## src/rtl/alu_sequencer_pkg.sv

```systemverilog
// Shared opcode and state definitions for the ALU bus sequencer.
// This package also provides a sizing helper for the settle counter.
package alu_sequencer_pkg;

  typedef enum logic [1:0] {
    OP_LDN     = 2'b00,
    OP_SUB     = 2'b01,
    OP_CMP     = 2'b10,
    OP_ILLEGAL = 2'b11
  } op_e;

  typedef enum logic [1:0] {
    S_IDLE   = 2'b00,
    S_SETTLE = 2'b01,
    S_DONE   = 2'b10
  } state_e;

  // The counter must hold values up to cycles-1, and it is never narrower than one bit.
  function automatic int unsigned counter_width(input int unsigned cycles);
    int unsigned w;
    w = $clog2(cycles + 1);
    return (w < 1) ? 1 : w;
  endfunction

endpackage

```

## src/rtl/alu_sequencer_settle_timer.sv

```systemverilog
// Down-counter that measures how long the ALU inputs have been held stable.
// A load restarts the count, and the zero flag marks the final settle cycle.
module alu_sequencer_settle_timer #(
  parameter int unsigned CYCLES = 4,
  parameter int unsigned WIDTH  = 3
) (
  input  logic clk,
  input  logic reset,
  input  logic load,
  input  logic enable,
  output logic zero
);

  localparam logic [WIDTH-1:0] LOAD_VALUE = WIDTH'(CYCLES - 1);

  logic [WIDTH-1:0] count;

  always_ff @(posedge clk) begin
    if (reset) begin
      count <= '0;
    end else if (load) begin
      count <= LOAD_VALUE;
    end else if (enable && (count != '0)) begin
      count <= count - WIDTH'(1);
    end
  end

  assign zero = (count == '0);

endmodule

```

## src/rtl/alu_sequencer.sv

```systemverilog
// Bus-side initiator for the tri-state ALU. It takes one LDN/SUB/CMP request at a time,
// holds the ALU inputs for a fixed settle time, and owns the accumulator.
module alu_sequencer
  import alu_sequencer_pkg::*;
#(
  parameter int unsigned SETTLE_CYCLES = 4
) (
  input  logic        clk,
  input  logic        reset,
  input  logic        req_valid,
  output logic        req_ready,
  input  logic [1:0]  req_op,
  input  logic [31:0] req_operand,
  output logic [31:0] alu_a,
  output logic [31:0] alu_b,
  output logic        alu_sub,
  output logic        alu_oe_n,
  input  logic [31:0] alu_result,
  output logic [31:0] acc,
  output logic        done,
  output logic        skip,
  output logic        error
);

  localparam int unsigned COUNT_WIDTH = counter_width(SETTLE_CYCLES);

  state_e state;
  logic   accept;
  logic   timer_zero;

  assign req_ready = (state == S_IDLE);
  assign accept    = req_valid && req_ready;

  alu_sequencer_settle_timer #(
    .CYCLES (SETTLE_CYCLES),
    .WIDTH  (COUNT_WIDTH)
  ) u_timer (
    .clk    (clk),
    .reset  (reset),
    .load   (accept && !req_op[1]),
    .enable (state == S_SETTLE),
    .zero   (timer_zero)
  );

  always_ff @(posedge clk) begin
    if (reset) begin
      state    <= S_IDLE;
      acc      <= '0;
      alu_a    <= '0;
      alu_b    <= '0;
      alu_sub  <= 1'b0;
      alu_oe_n <= 1'b1;
      done     <= 1'b0;
      skip     <= 1'b0;
      error    <= 1'b0;
    end else begin
      case (state)
        S_IDLE: begin
          if (accept) begin
            case (op_e'(req_op))
              OP_LDN: begin
                alu_a    <= '0;
                alu_b    <= req_operand;
                alu_sub  <= 1'b1;
                alu_oe_n <= 1'b0;
                state    <= S_SETTLE;
              end
              OP_SUB: begin
                alu_a    <= acc;
                alu_b    <= req_operand;
                alu_sub  <= 1'b1;
                alu_oe_n <= 1'b0;
                state    <= S_SETTLE;
              end
              OP_CMP: begin
                done  <= 1'b1;
                skip  <= acc[31];
                state <= S_DONE;
              end
              default: begin
                done  <= 1'b1;
                error <= 1'b1;
                state <= S_DONE;
              end
            endcase
          end
        end
        // The ripple result is only trusted once the timer has run out.
        S_SETTLE: begin
          if (timer_zero) begin
            acc      <= alu_result;
            alu_oe_n <= 1'b1;
            done     <= 1'b1;
            state    <= S_DONE;
          end
        end
        S_DONE: begin
          done  <= 1'b0;
          skip  <= 1'b0;
          error <= 1'b0;
          state <= S_IDLE;
        end
        default: state <= S_IDLE;
      endcase
    end
  end

endmodule

```

## config.mk

```make
export PLATFORM = sky130hd
export DESIGN_NAME = alu_sequencer
export DESIGN_NICKNAME = d
export VERILOG_FILES = /design/src/rtl/alu_sequencer_pkg.sv /design/src/rtl/alu_sequencer_settle_timer.sv /design/src/rtl/alu_sequencer.sv
export SDC_FILE = /design/constraint.sdc
export NUM_CORES = 1
export LEC_CHECK = 0
export ABC_CLOCK_PERIOD_IN_PS = 1700
export CAP_MARGIN = 15
export CORE_UTILIZATION = 30
export CTS_CLUSTER_SIZE = 10
export DETAILED_ROUTE_END_ITERATION = 12
export HOLD_SLACK_MARGIN = 0.08
export SYNTH_ARGS = -nofsm -noshare
export SYNTH_HDL_FRONTEND = slang
export SYNTH_SLANG_ARGS = --single-unit
export TNS_END_PERCENT = 50
```

## constraint.sdc

```tcl
create_clock -name clk -period 1.7 [get_ports clk]
set_input_delay 0.255 -clock clk [delete_from_list [all_inputs] [get_ports clk]]
set_output_delay 0.255 -clock clk [all_outputs]
set_load 0.02 [all_outputs]
```

# --- Yosys cells after proc, flatten, opt, wreduce, memory -nomap -nowiden ---
# Cells that the tools add are included.
# W data, S select, Z words.
totals:
  reg_bits: 106
  inputBits: 69
  output_inout_bits: 102
  wordCells: 66
classes:
  n_addsub: 1
  eq_ne: 10
  mux: 20
  n_reduce_logical: 24
op_table:
  columns: ["cell", "n"]
  rows:
  - ["$pmux W32 S2", 1]
  - ["$reduce_and A3 Y1", 4]
  - ["$mux W2", 5]
  - ["$mux W1", 9]
  - ["$ne A2 B2 Y1 const B", 4]
  - ["$reduce_and A4 Y1", 2]
  - ["$reduce_bool A2 Y1", 4]
  - ["$pmux W1 S2", 3]
  - ["$reduce_bool A3 Y1", 2]
  - ["$eq A2 B1 Y1 const B", 2]
  - ["$eq A2 B2 Y1 const B", 2]
  - ["$logic_not A2 Y1", 2]
  - ["$ne A2 B1 Y1 const B", 2]
  - ["$pmux W2 S2", 1]
  - ["$reduce_and A2 Y1", 2]
  - ["$reduce_or A2 Y1", 2]
  - ["$logic_and A1 B1 Y1", 3]
  - ["$logic_not A3 Y1", 1]
  - ["$pmux W1 S3", 1]
  - ["$reduce_or A3 Y1", 1]
  - ["$sub A3 B1 Y3 const B", 1]
  - ["$logic_not A1 Y1", 1]

# --- Longest topological paths before layout ---
depth:
  ltp_word: 5
  depth_mapped: 7

# --- Modules after synthesis ---
# From an unflattened synthesis, not the netlist that was laid out.
unflattened:
  cells_unflattened: 468
  area_unflattened_um2: 3885.0
modules_own_cells:
  columns: ["module", "n_inst", "cells_each", "area_each_um2"]
  rows:
  - ["alu_sequencer", 1, 451, 3701.0]
  - ["alu_sequencer_settle_timer", 1, 17, 183.9]

# --- Worst setup path after synthesis ---
# OpenSTA, ideal clock, no wires.
synth_path:
  path_type: "reg2reg"
  start: "register state[0]"
  end: "register alu_a[28]"
  arrival_ns: 1.352
  required_time_ns: 1.568
  slack_ns: 0.215
  stages_incl_launch_ff: 7
  cell_sequence: "dfxtp_1 > buf_6 > or4b_4 > buf_6 > buf_2 > nand2_1 > a21oi_1"
synth_via:
  elab_chain_cells: 3
synth_rtl:
  columns: ["element", "line_no", "source"]
  rows:
  - ["start, declared", "alu_sequencer.sv:27", "state_e state;"]
  - ["start signal, assigned", "alu_sequencer.sv:47", "state <= S_IDLE;"]
  - ["start signal, assigned", "alu_sequencer.sv:66", "state <= S_SETTLE;"]
  - ["start signal, assigned", "alu_sequencer.sv:73", "state <= S_SETTLE;"]
  - ["$logic_not A2 Y1 (*)", "alu_sequencer.sv:31, alu_sequencer.sv:57", null]
  - ["$logic_and A1 B1 Y1", "alu_sequencer.sv:32", "assign accept = req_valid && req_ready;"]
  - ["$reduce_and A3 Y1 (no line) (*)", null, null]
  - ["end signal, assigned", "alu_sequencer.sv:49", "alu_a <= '0;"]
  - ["end signal, assigned", "alu_sequencer.sv:62", "alu_a <= '0;"]
  - ["end signal, assigned", "alu_sequencer.sv:69", "alu_a <= acc;"]
  - ["end, declared", "alu_sequencer.sv:14", "output logic [31:0] alu_a,"]
# Mark *: on every way between the ends. The rest lies on a longest branch, timed or not.
# A chain may end at the register's enable or synchronous reset.

# --- Worst setup path in the final report ---
layout_path:
  start: "register acc[2]"
  end: "output port acc[2]"
layout_rtl:
  columns: ["element", "line_no", "source"]
  rows:
  - ["start, declared", "alu_sequencer.sv:19", "output logic [31:0] acc,"]
  - ["start signal, assigned", "alu_sequencer.sv:91", "acc <= alu_result;"]
# No word-level cell between the ends.

==> results.env <==
OUTCOME='completed'
NUMPORTBUFFERS=170
IOS=171
PLACED_CELLS=790
CTS-HOLD-FIX-BUFFERS=0
PLACEDINSTANCEAREA_UM2=5810
SYNTH_TOP_AREA_SHARE_PCT=55.2
GRT_PASS1_WL_UM=17900
WORST_R2R_ENDPOINT='acc[29]'
SYNTHESIS.YOSYS.WARNINGS=0
YOSYS-MUX-AREA-FRACTION_PCT=0.521
TIMING.CRITICAL_PATH.DEPTH=1
FINALWORSTSETUPSLACK_NS=0.0900
ANTENNA_CELLS_INSERTED=0
ROOT_BUFFER='clkbuf_16'
FMAX_MHz=621
DETAIL_ROUTE.WL_PER_CELL_UM=14.1
TIMING.CRITICAL_PATH.FANOUT_MAX=3
DRT_FIRST_PASS_ITERS=5
AREAL_POWER_DENSITY_OVER_THE_CELLS_nW_PER_UM2=906
FINAL_HOLD_VIOL_COUNT=0
CLK_PIN_SLEW_WORST_PATHS_NS=0.07
WORST_SETUP_PATH_END_KIND='output port'
INTPOWER_mW=4.14
TOTAL_POWER_mW=5.52
POST-ROUTE-CELL-AREA_UM2=6100
CTS_MAX_PATH_BUFFERS=2
GRT.OVERFLOW.TOTAL=0
SYNTH_AREA_PER_CELL_UM2=8.15
SYNTH.FF_LATCH_COUNT=106
FINALHOLDWORSTSLACK_NS=0.340
ROUTE.FINAL.WIRE_LENGTH_UM=11400
TIMING.SETUP.CRITICAL_PATH_CLASS='flop to output port'
SETUP.WORST_PATH.START_CLASS='flop'
DRCVIOLATIONCOUNT=0
INITIAL_CORE_UTIL_PCT=31.4
PLACE.GP.CONGESTION=0.777
POSTSYNTHNETCOUNT=543
LAYOUT_WORST_PATH_CYCLE_SHARE_PCT=94.7
P_COMB_SHARE_PCT=15.3
FIRST_GLOBAL_VIAS=3718
PLACE_WS_NS=-0.0761
CRITPATHLAUNCH='acc[2]'
SWITCHINGPOWER_mW=1.39
SYN-CELL-AREA_UM2=3840
CRIT_FAMILY='buffers and inverters'
POST_LAYOUT_NONFILLER_INSTANCES=806
SYNTH_TOP_FAMILY_BY_AREA='simple AND/OR/NAND/NOR gates'
CP_CELL_INSTANCES='clkdlybuf4s50_1'
FINALCRITICALPERIOD_NS=1.61
CP_DATA_REQUIRED_TIME_NS=1.44
STD_CELL_ROWS=40
TOTAL_CORE_AREA_UM2=12300
POWER.SWITCHING_FRACTION_PCT=25.1
POST-CTS-SETUP-BUFFER-COUNT=0
CTS_TREE='yes'
WORST_R2R_PATH_DEPTH=5
ANTENNA_VIOLATING_NETS_POST_ROUTE=0
CRITICAL-PATH-MAX-STAGE-DELAY_NS=0.62
GRT_ANTENNA_BEFORE_REPAIR=0
SYNTHESIS.INSTANCES=472
IR_DROP_mV=0.661
DRT-INITIAL-DRC-COUNT=225
POST_SYNTH_AND_OR_NAND_NOR_AREA_FRACTION_PCT=24.1
WORST_PATH_ARRIVAL_NS=1.35
WORSTSKEWPAIRLATENCY_NS=0.35
YOSYSSEQAREASHARE_PCT=55.2
WORSTMARGINPINSLEW_NS=0.437
PWR-SHARE-CLK_PCT=37.1
TIMING.CRITICAL_PATH.SLOWEST_STAGE_CELL='clkdlybuf4s50_1'
FINAL.SETUP_SKEW_NS=0.00463
POST_SYNTH_MAIN_AREA_CONTRIBUTORS='dfxtp_1, nand2_1, a21oi_1'
POST-SYNTH-TOP-AREA-CELL='dfxtp_1'
FINALSETUPVIOLATIONS=0
DESIGN.DIE.AREA_UM2=13300
GLOBAL_ROUTE.USAGE.TOTAL_PCT=17.5
CRIT_PATH_END='acc[2]'
DIE_W_UM=115
RSZ_0062_RAISED_AFTER_GLOBAL_ROUTING='false'
SLEW_VIOLATIONS=0
SYNTH_COMPOUND_GATE_AREA_SHARE_PCT=14.0
CLASSIFICATION_OF_THE_WORST_SLACK_HOLD_PATH='primary input to flop'
DIEHEIGHT_UM=115
LEAKAGEPOWER_nW=2.10
SUM_OF_NEGATIVE_SETUP_SLACK_NS=0
AREA_SHARE_OF_XOR_XNOR_CELLS_IN_THE_SYNTHESIZED_DESIGN_PCT=0
TRITONCTS_NUM_SINKS=106
SYNTH_FA_HA_AREA_SHARE_PCT=0.651
SYN2LAYOUT_AREA_GROWTH_PCT=58.6
CTS-HTREE-LEVELS=3
FINAL_LAYOUT_SIZE_SUFFIX_GT1_SHARE_PCT=5.80
TIMING.SLEW.HEADROOM_PCT=70.8
CTS_MADE_BUFFERS=9
FINISH.UTILIZATION_PCT=49.7
TIMING.RR.START='state[0]'
POST_DR_VIAS_CELL=4.67
MAXCAPVIOLCOUNT=0
ROUTED_VIA_COUNT=3761
FIN_NETS=704
FF2FF_SETUP_SLACK_NS=0.17
MAXIMUM_NUMBER_OF_PINS_ON_ONE_NET_BEFORE_GLOBAL_ROUTE_REPAIR=40
CRIT_BUF_INV=1
YOSYSUNIQUECELLTYPES=26
PLACE.DETAILED.HPWL_UM=7800
PWR-SHARE-SEQ_PCT=47.6
## flip-flops by register name (all words and copies together), names as in the netlist
| signal | flops |
|---|---|
| acc | 32 |
| alu_a | 32 |
| alu_b | 32 |
| alu_oe_n | 1 |
| alu_sub | 1 |
| done | 1 |
| error | 1 |
| skip | 1 |
| state | 2 |
| u_timer.count | 3 |
## metal layers
layer	vias to the layer above	share of wire (%)	track usage [%]
met5	-	0	0
met4	0	1.1	5.02
met3	13	11	8.38
met2	156	45	28.7
met1	1722	43	20.2
li1	1870	-	-
## placed cells by master, fill, tap and decap left out, types with 2 or more instances in the layout
cell             synthesis  routed
clkdlybuf4s50_1          0     167
nand2_1                161     161
dfxtp_1                106     106
a21oi_1                100     100
nand3_1                 33      33
buf_4                    1      12
clkbuf_16                0       9
nor2_1                   8       8
buf_12                   0       8
nand2b_1                 4       4
inv_1                    2       2
nand3b_1                 2       2
a211o_1                  2       2
mux2i_1                  2       2
ha_1                     2       2
clkbuf_1                20       2
clkinv_2                 0       2
clkinvlp_4               0       2
## power by group through the flow
| stage | clock, mW | combinational [mW] | sequential, mW |
|---|---|---|---|
| CTS | 2.11 | 0.855 | 2.63 |
| floorplan | 0 | 0.297 | 2.78 |
| global placement | 0 | 0.844 | 2.69 |
| detailed placement | 0 | 0.852 | 2.69 |
| finish | 2.05 | 0.844 | 2.63 |
| global route | 2.20 | 0.916 | 2.64 |
## what timing repair did
| item | CTS | global route |
|---|---|---|
| endpoints found under the setup margin | 1 | 1 |
| pin swaps | 0 | 0 |
| resized for setup | 1 | 1 |
## cells by family (layout without fill, tap and decap cells)
group | count (synthesis) | after routing
compound gates | 105 | 105
simple gates | 216 | 216
fa+ha+maj | 2 | 2
mux | 2 | 2
flops | 106 | 106
buf+inv | 41 | 207
## synthesized netlist by cell type (all sizes together)
library cell and instances:
a211o 2, a211oi 1, a21oi 100, and3b 1, buf 19, clkbuf 20, dfxtp 106, ha 2
inv 2, mux2i 2, nand2 161, nand2b 4, nand3 33, nand3b 2, nand4bb 1, nor2 8
nor2b 1, nor3 1, nor4b 1, nor4bb 2, o21ai 1, o311ai 1, or4b 1
## worst min-delay path by stage
| stage | startpoint | end | depth (start not counted) | slack, ns |
|---|---|---|---|---|
| finish | reset | alu_b[4] | 2 | 0.34 |
| global route | reset | alu_b[5] | 2 | 0.35 |
| CTS | reset | alu_b[4] | 2 | 0.33 |
| detailed placement | alu_a[28] | alu_a[28] | 2 | 0.45 |
| global placement | alu_a[11] | alu_a[11] | 2 | 0.44 |
| floorplan | req_operand[24] | alu_b[24] | 2 | 0.39 |
## layout make-up
class                      instances  area (um^2)
clock buffer                      11          233
clock inverter                     5         55.1
fill                            1182         6160
inverter                           2         7.51
multi-input combinational        325         1530
sequential                       106         2120
tap                              168          210
timing repair buffer             189         1940
No activity file was read; power rests on OpenSTA's default activity.
